--- src/rtl/gsim_host_ctrl.sv ---
`default_nettype none
// ============================================================================
// Module   : gsim_host_ctrl
// Brief    : Host-side sequencer for the GSIM solver core. Buffers N
//            right-hand-side words from an upstream valid/ready stream,
//            replays them to the solver as one gap-free in_en burst, captures
//            the N-word result burst, then returns it downstream over
//            valid/ready with a last-word marker.
// Options  : `define GSIM_HOST_TIMEOUT_EN to build the WAIT_X watchdog
//            (TIMEOUT_CYC cycles, sticky err). Without it err is tied low.
// Revision : 1.0 - initial release
// ============================================================================
module gsim_host_ctrl #(
  parameter int N           = 16,
  parameter int BW          = 16,
  parameter int XW          = 32,
  parameter int TIMEOUT_CYC = 1024
) (
  input  logic          clk,
  input  logic          reset,
  input  logic          s_valid,
  input  logic [BW-1:0] s_data,
  output logic          s_ready,
  output logic          in_en,
  output logic [BW-1:0] b_in,
  input  logic          out_valid,
  input  logic [XW-1:0] x_out,
  output logic          m_valid,
  output logic [XW-1:0] m_data,
  output logic          m_last,
  input  logic          m_ready,
  output logic          busy,
  output logic          err
);

  localparam int            c_CW       = (N > 1) ? $clog2(N) : 1;
  localparam logic [c_CW-1:0] c_CNT_LAST = c_CW'(N - 1);
  localparam logic [c_CW-1:0] c_CNT_ONE  = c_CW'(1);

  // Parameter sanity: the shared counter relies on N being a power of two.
  if ((N < 2) || ((N & (N - 1)) != 0)) begin : g_bad_n
    $error("gsim_host_ctrl: N must be a power of two >= 2");
  end
  if (TIMEOUT_CYC < 1) begin : g_bad_timeout
    $error("gsim_host_ctrl: TIMEOUT_CYC must be >= 1");
  end

  typedef enum logic [2:0] {
    ST_LOAD    = 3'd0,
    ST_SEND_B  = 3'd1,
    ST_WAIT_X  = 3'd2,
    ST_COLLECT = 3'd3,
    ST_DRAIN   = 3'd4
  } state_t;

  state_t            r_state;
  state_t            w_state_nxt;
  logic [c_CW-1:0]   r_cnt;
  logic [c_CW-1:0]   w_cnt_nxt;
  logic [c_CW-1:0]   w_cnt_inc;

  logic [BW-1:0]     r_b_buf [N];
  logic [XW-1:0]     r_x_buf [N];

  logic              r_s_ready, w_s_ready_nxt;
  logic              r_in_en,   w_in_en_nxt;
  logic [BW-1:0]     r_b_in,    w_b_in_nxt;
  logic              r_m_valid, w_m_valid_nxt;
  logic [XW-1:0]     r_m_data,  w_m_data_nxt;
  logic              r_m_last,  w_m_last_nxt;
  logic              r_busy,    w_busy_nxt;

  logic              w_b_we;
  logic              w_x_we;
  logic [c_CW-1:0]   w_x_idx;

`ifdef GSIM_HOST_TIMEOUT_EN
  localparam int              c_WDW     = $clog2(TIMEOUT_CYC + 1);
  localparam logic [c_WDW-1:0] c_WD_LAST = c_WDW'(TIMEOUT_CYC - 1);
  localparam logic [c_WDW-1:0] c_WD_ONE  = c_WDW'(1);
  logic [c_WDW-1:0]  r_wd;
  logic              w_wd_start;
  logic              r_err, w_err_nxt;
`endif

  assign w_cnt_inc = r_cnt + c_CNT_ONE;

  // Next-state, counter, buffer write strobes and next registered outputs
  always_comb begin
    w_state_nxt   = r_state;
    w_cnt_nxt     = r_cnt;
    w_s_ready_nxt = r_s_ready;
    w_in_en_nxt   = 1'b0;
    w_b_in_nxt    = '0;
    w_m_valid_nxt = r_m_valid;
    w_m_data_nxt  = r_m_data;
    w_m_last_nxt  = r_m_last;
    w_b_we        = 1'b0;
    w_x_we        = 1'b0;
    w_x_idx       = r_cnt;
`ifdef GSIM_HOST_TIMEOUT_EN
    w_wd_start    = 1'b0;
    w_err_nxt     = r_err;
`endif
    case (r_state)
      ST_LOAD: begin
        if (s_valid && r_s_ready) begin
          w_b_we = 1'b1;
`ifdef GSIM_HOST_TIMEOUT_EN
          w_err_nxt = 1'b0;
`endif
          if (r_cnt == c_CNT_LAST) begin
            // Word 0 goes out on the very next cycle (1-cycle turnaround).
            w_cnt_nxt     = '0;
            w_s_ready_nxt = 1'b0;
            w_in_en_nxt   = 1'b1;
            w_b_in_nxt    = r_b_buf[0];
            w_state_nxt   = ST_SEND_B;
          end else begin
            w_cnt_nxt = w_cnt_inc;
          end
        end
      end
      ST_SEND_B: begin
        // The registered b_in shows b_buf[cnt]; queue up b_buf[cnt+1].
        if (r_cnt == c_CNT_LAST) begin
          w_cnt_nxt = '0;
          if (out_valid) begin
            // A result that lands on the last in_en cycle is kept.
            w_x_we      = 1'b1;
            w_x_idx     = '0;
            w_cnt_nxt   = c_CNT_ONE;
            w_state_nxt = ST_COLLECT;
          end else begin
            w_state_nxt = ST_WAIT_X;
`ifdef GSIM_HOST_TIMEOUT_EN
            w_wd_start  = 1'b1;
`endif
          end
        end else begin
          w_in_en_nxt = 1'b1;
          w_b_in_nxt  = r_b_buf[w_cnt_inc];
          w_cnt_nxt   = w_cnt_inc;
        end
      end
      ST_WAIT_X: begin
        if (out_valid) begin
          w_x_we      = 1'b1;
          w_x_idx     = '0;
          w_cnt_nxt   = c_CNT_ONE;
          w_state_nxt = ST_COLLECT;
        end
`ifdef GSIM_HOST_TIMEOUT_EN
        else if (r_wd == c_WD_LAST) begin
          w_err_nxt     = 1'b1;
          w_cnt_nxt     = '0;
          w_s_ready_nxt = 1'b1;
          w_state_nxt   = ST_LOAD;
        end
`endif
      end
      ST_COLLECT: begin
        if (out_valid) begin
          w_x_we = 1'b1;
          if (r_cnt == c_CNT_LAST) begin
            // x_buf[0] was captured long ago, so it can be presented now.
            w_cnt_nxt     = '0;
            w_m_valid_nxt = 1'b1;
            w_m_data_nxt  = r_x_buf[0];
            w_m_last_nxt  = 1'b0;
            w_state_nxt   = ST_DRAIN;
          end else begin
            w_cnt_nxt = w_cnt_inc;
          end
        end
      end
      ST_DRAIN: begin
        if (m_ready) begin
          if (r_cnt == c_CNT_LAST) begin
            w_m_valid_nxt = 1'b0;
            w_m_data_nxt  = '0;
            w_m_last_nxt  = 1'b0;
            w_cnt_nxt     = '0;
            w_s_ready_nxt = 1'b1;
            w_state_nxt   = ST_LOAD;
          end else begin
            w_m_data_nxt = r_x_buf[w_cnt_inc];
            w_m_last_nxt = (w_cnt_inc == c_CNT_LAST);
            w_cnt_nxt    = w_cnt_inc;
          end
        end
      end
      default: begin
        w_cnt_nxt     = '0;
        w_s_ready_nxt = 1'b1;
        w_m_valid_nxt = 1'b0;
        w_m_data_nxt  = '0;
        w_m_last_nxt  = 1'b0;
        w_state_nxt   = ST_LOAD;
      end
    endcase
    w_busy_nxt = (w_state_nxt != ST_LOAD);
  end

  // State, counter and registered outputs
  always_ff @(posedge clk or posedge reset) begin
    if (reset) begin
      r_state   <= ST_LOAD;
      r_cnt     <= '0;
      r_s_ready <= 1'b1;
      r_in_en   <= 1'b0;
      r_b_in    <= '0;
      r_m_valid <= 1'b0;
      r_m_data  <= '0;
      r_m_last  <= 1'b0;
      r_busy    <= 1'b0;
    end else begin
      r_state   <= w_state_nxt;
      r_cnt     <= w_cnt_nxt;
      r_s_ready <= w_s_ready_nxt;
      r_in_en   <= w_in_en_nxt;
      r_b_in    <= w_b_in_nxt;
      r_m_valid <= w_m_valid_nxt;
      r_m_data  <= w_m_data_nxt;
      r_m_last  <= w_m_last_nxt;
      r_busy    <= w_busy_nxt;
    end
  end

  // Word buffers; contents are meaningless after reset so they carry none
  always_ff @(posedge clk) begin
    if (w_b_we) r_b_buf[r_cnt]   <= s_data;
    if (w_x_we) r_x_buf[w_x_idx] <= x_out;
  end

`ifdef GSIM_HOST_TIMEOUT_EN
  // Watchdog: counts WAIT_X cycles from zero, err is sticky until a new b word
  always_ff @(posedge clk or posedge reset) begin
    if (reset) begin
      r_wd  <= '0;
      r_err <= 1'b0;
    end else begin
      r_err <= w_err_nxt;
      if (w_wd_start)
        r_wd <= '0;
      else if (r_state == ST_WAIT_X)
        r_wd <= r_wd + c_WD_ONE;
    end
  end
  assign err = r_err;
`else
  assign err = 1'b0;
`endif

  assign s_ready = r_s_ready;
  assign in_en   = r_in_en;
  assign b_in    = r_b_in;
  assign m_valid = r_m_valid;
  assign m_data  = r_m_data;
  assign m_last  = r_m_last;
  assign busy    = r_busy;

endmodule
`default_nettype wire

--- config.mk ---
export PLATFORM = sky130hd
export DESIGN_NAME = gsim_host_ctrl
export DESIGN_NICKNAME = d
export VERILOG_FILES = /design/src/rtl/gsim_host_ctrl.sv
export SDC_FILE = /design/constraint.sdc
export NUM_CORES = 1
export LEC_CHECK = 0
export BUFFER_PORTS_ARGS = -buffer_cell sky130_fd_sc_hd__buf_2
export CAP_MARGIN = 40
export CELL_PAD_IN_SITES_DETAIL_PLACEMENT = 1
export CELL_PAD_IN_SITES_GLOBAL_PLACEMENT = 2
export CORE_ASPECT_RATIO = 1.2
export CORE_MARGIN = 2
export CORE_UTILIZATION = 49
export DETAILED_ROUTE_END_ITERATION = 8
export GPL_TIMING_DRIVEN = 0
export PLACE_DENSITY = 0.83
export SLEW_MARGIN = 30
export SYNTH_ARGS = -nofsm -noshare
export SYNTH_HDL_FRONTEND = slang
export SYNTH_SLANG_ARGS = --single-unit
--- constraint.sdc ---
create_clock -name clk -period 6.6 [get_ports clk]
set_clock_uncertainty 0.1 [all_clocks]
set_input_delay 0.66 -clock clk [delete_from_list [all_inputs] [get_ports clk]]
set_output_delay 0.66 -clock clk [all_outputs]
set_load 0.03 [all_outputs]
==> results_dict.tcl <==
set metrics [dict create \
    ant_nets 0 \
    totalWireLength_um 84000 \
    grt_pass1_vias 18600 \
    numPortBuffers 105 \
    synth_edf_count 768 \
    synth_async_sr_flop_share_pct 7.25 \
    cts.reportedPaths.clkPinSlew_ns 0.06 \
    cts_tree "yes" \
    die_h_um 285 \
    status "finished, final reports clean" \
    hp-class "in2reg" \
    max_cap_viol_count 0 \
    num_vias 16800 \
    rows 103 \
    cts_max_level 3 \
    cp-end-kind "register" \
    required_ns 6.96 \
    criticalPathCategory "reg2reg" \
    core_um2 65500 \
    cp_slowest_stage_delay_ns 0.65 \
    critPathMostFrequentCell "buf_6" \
    netlist_area_um2 32200 \
    synth.largest_area_cell "edfxtp_1" \
    place_hpwl_um 56100 \
    viasPerCell 6.11 \
    whs_ns 0.273 \
    pwr-share-seq_pct 38.0 \
    clockBufferDepth 3 \
    syn_area_per_cell_um2 20.7 \
    p_comb_share_pct 33.1 \
    numCtsBuffers 82 \
    final_core_util_pct 57.8 \
    setup_viol 0 \
    yosysUniqueCellTypes 49 \
    worst_slew_pin_slew_ns 0.848 \
    leakage_nw 12.5 \
    final_nets 1889 \
    start_util_pct 49.2 \
    clock-root-buffer "clkbuf_16" \
    maxSlewViolCount 0 \
    syn_inst 1554 \
    grt_start_max_net_pins 47 \
    syn-num-nets 1612 \
    ys_seq_area_share_pct 76.2 \
    crit_slowest_cell "clkbuf_1" \
    cts_sinks 828 \
    hold_violations 0 \
    yosys_warnings 0 \
    synth-main-ff-cell "edfxtp_1" \
    p_total_mw 16.3 \
    irDropWorstVdd_mv 0.305 \
    gr-total-overflow 0 \
    finalCriticalPeriod_ns 4.29 \
    cp_cell_sequence "buf_6 > buf_6 > buf_6 > buf_2 > inv_1 > ha_1 > buf_2 > clkbuf_1 > mux4_2 > and2b_1 > nor4_2 > o21ai_1" \
    p_sw_mw 5.18 \
    clock_power_share_pct 28.9 \
    insertion_delay_ns 0.64 \
    grt_first_pass_wirelength_um 125000 \
    area_growth_pct 17.4 \
    relSlewSlack_pct 43.2 \
    worstPathMaxFanout 10 \
    routabilityCongestion 0.785 \
    synth.most_common_cell "edfxtp_1" \
    wl_per_cell_um 30.6 \
    die-area_um2 67900 \
    drive_above_1_share_pct 31.7 \
    initialDrtViolationCount 1584 \
    synthTopCellsByCount "edfxtp_1 (768), mux4_2 (192), nand2b_1 (132), dfrtp_1 (59), nor2b_1 (54)" \
    fmax_ghz 0.233 \
    synth_top_cell_area_share_pct 71.5 \
    timing.final.crit_share_pct 64.9 \
    pin_count 107 \
    ys_ff_latch 828 \
    p_sw_share_pct 31.7 \
    ff_latch_area_um2 24600 \
    drt-pass1-iter-count 6 \
    p_int_mw 11.2 \
    fill_cells 5635 \
    timing.setup.tns_ns 0 \
    synthTopCellsByArea "edfxtp_1 (72%), mux4_2 (13%), dfrtp_1 (4.6%), nand2b_1 (2.6%), nor2b_1 (1.0%)" \
    multi_input_area_um2 7410 \
    die_w_um 238 \
    cp-start-kind "register" \
    power_density_nw_per_um2 432 \
    drc_errors 0 \
    antenna_found_initial 6 \
    grt_use_total_pct 25.4 \
    worstPathArrival_ns 4.65 \
    grt_setup_unrepaired "no" \
]
-- power groups by stage --
stage                     logic (mW)  clock network (mW)  registers (mW)
after CTS                       5.41                4.77            6.21
after global placement          5.02                   0            6.33
after detailed placement        5.36                   0            6.32
after floorplan                 3.35                   0            6.50
after global routing            5.74                4.94            6.24
final                           5.41                4.72            6.21
-- cells by family (layout without fill, tap and decap cells) --
group	count (synthesis)	after routing	synth area share [%]
adder cells (fa/ha/maj)	5	5	0.194
AO/OA/AOI/OAI	114	114	2.81
AND/OR/NAND/NOR	318	318	5.78
buffers and inverters	94	440	1.53
multiplexers	194	194	13.5
other	1	3	0.0116
flip-flops	828	828	76.2
-- repair_timing --
| action | CTS | global route |
|---|---|---|
| gates resized for setup | 0 | 0 |
| endpoints found under the hold margin | 14 | 0 |
| setup buffers | 0 | 0 |
| hold buffers | 1 | 0 |
-- metrics by stage --
stage,worst slack [ns],instance area [um2],cells
floorplan,1.74,32200,1554
global placement,-2.41,33800,2499
detailed placement,2.30,35000,2580
CTS,2.20,37800,2734
global route,2.10,37800,2740
finish,2.31,37800,2742
-- sequential cells by signal, indices dropped and copies added (netlist names) --
register  count
m_last        1
s_ready       1
b_in         16
r_b_buf     256
m_valid       1
r_x_buf     512
m_data       32
busy          1
r_state       3
r_cnt         4
in_en         1
-- worst paths after layout --
path	from	to	slack (ns)	depth (start not counted)
worst max-delay path	r_cnt[0]$_DFFE_PP0P_	b_in[1]$_DFF_PP0_	2.31	12
worst min-delay path	m_ready	m_last$_DFFE_PP0P_	0.27	3
worst max register to register	r_cnt[0]$_DFFE_PP0P_	b_in[1]$_DFF_PP0_	2.31	12
worst min register to register	r_b_buf[0][3]$_DFFE_PP_	b_in[3]$_DFF_PP0_	0.40	2
max in group asynchronous	reset	s_ready$_DFFE_PP1P_	5.36	4
min in group asynchronous	reset	b_in[5]$_DFF_PP0_	0.42	3
-- metal layers --
metal | vias up | share of wire (%) | wire length [um] | GRT usage (%)
met3 | 166 | 6.1 | 5120 | 4.14
met4 | 8 | 3.4 | 2820 | 9.44
met1 | 8983 | 38 | 32100 | 32.6
li1 | 6915 | - | - | -
met5 | - | 0.056 | 47 | 0
met2 | 684 | 52 | 43800 | 44.0
-- worst max-delay path, delay by kind of cell (launching register included) --
kind / cells / cell delay [ns]
AOI/OAI and AO/OA: 1 / 0.13
adders and majority gates: 1 / 0.43
buffers and inverters: 7 / 2.09
DFF: 1 / 0.44
muxes: 1 / 0.43
and+or+nand+nor: 2 / 0.46
-- final cells by class --
type | instances | share of cell area (%)
Multi-Input combinational cell | 632 | 19.6
Sequential cell | 828 | 64.9
Antenna cell | 2 | 0.0132
Tap cell | 840 | 2.78
Buffer | 89 | 1.25
Inverter | 5 | 0.0628
Clock buffer | 114 | 6.09
Clock inverter | 39 | 1.11
Timing Repair Buffer | 193 | 4.19
-- cells in the final DEF, fill, tap and decap left out, types with 35 or more instances in the layout --
master     count
nor2b_1       54
clkbuf_16     85
edfxtp_1     768
buf_2        151
mux4_2       192
nand2b_1     132
buf_4         36
clkbuf_1      61
dfrtp_1       59
nand2_1       35
Power figures use the tool's default switching activity.
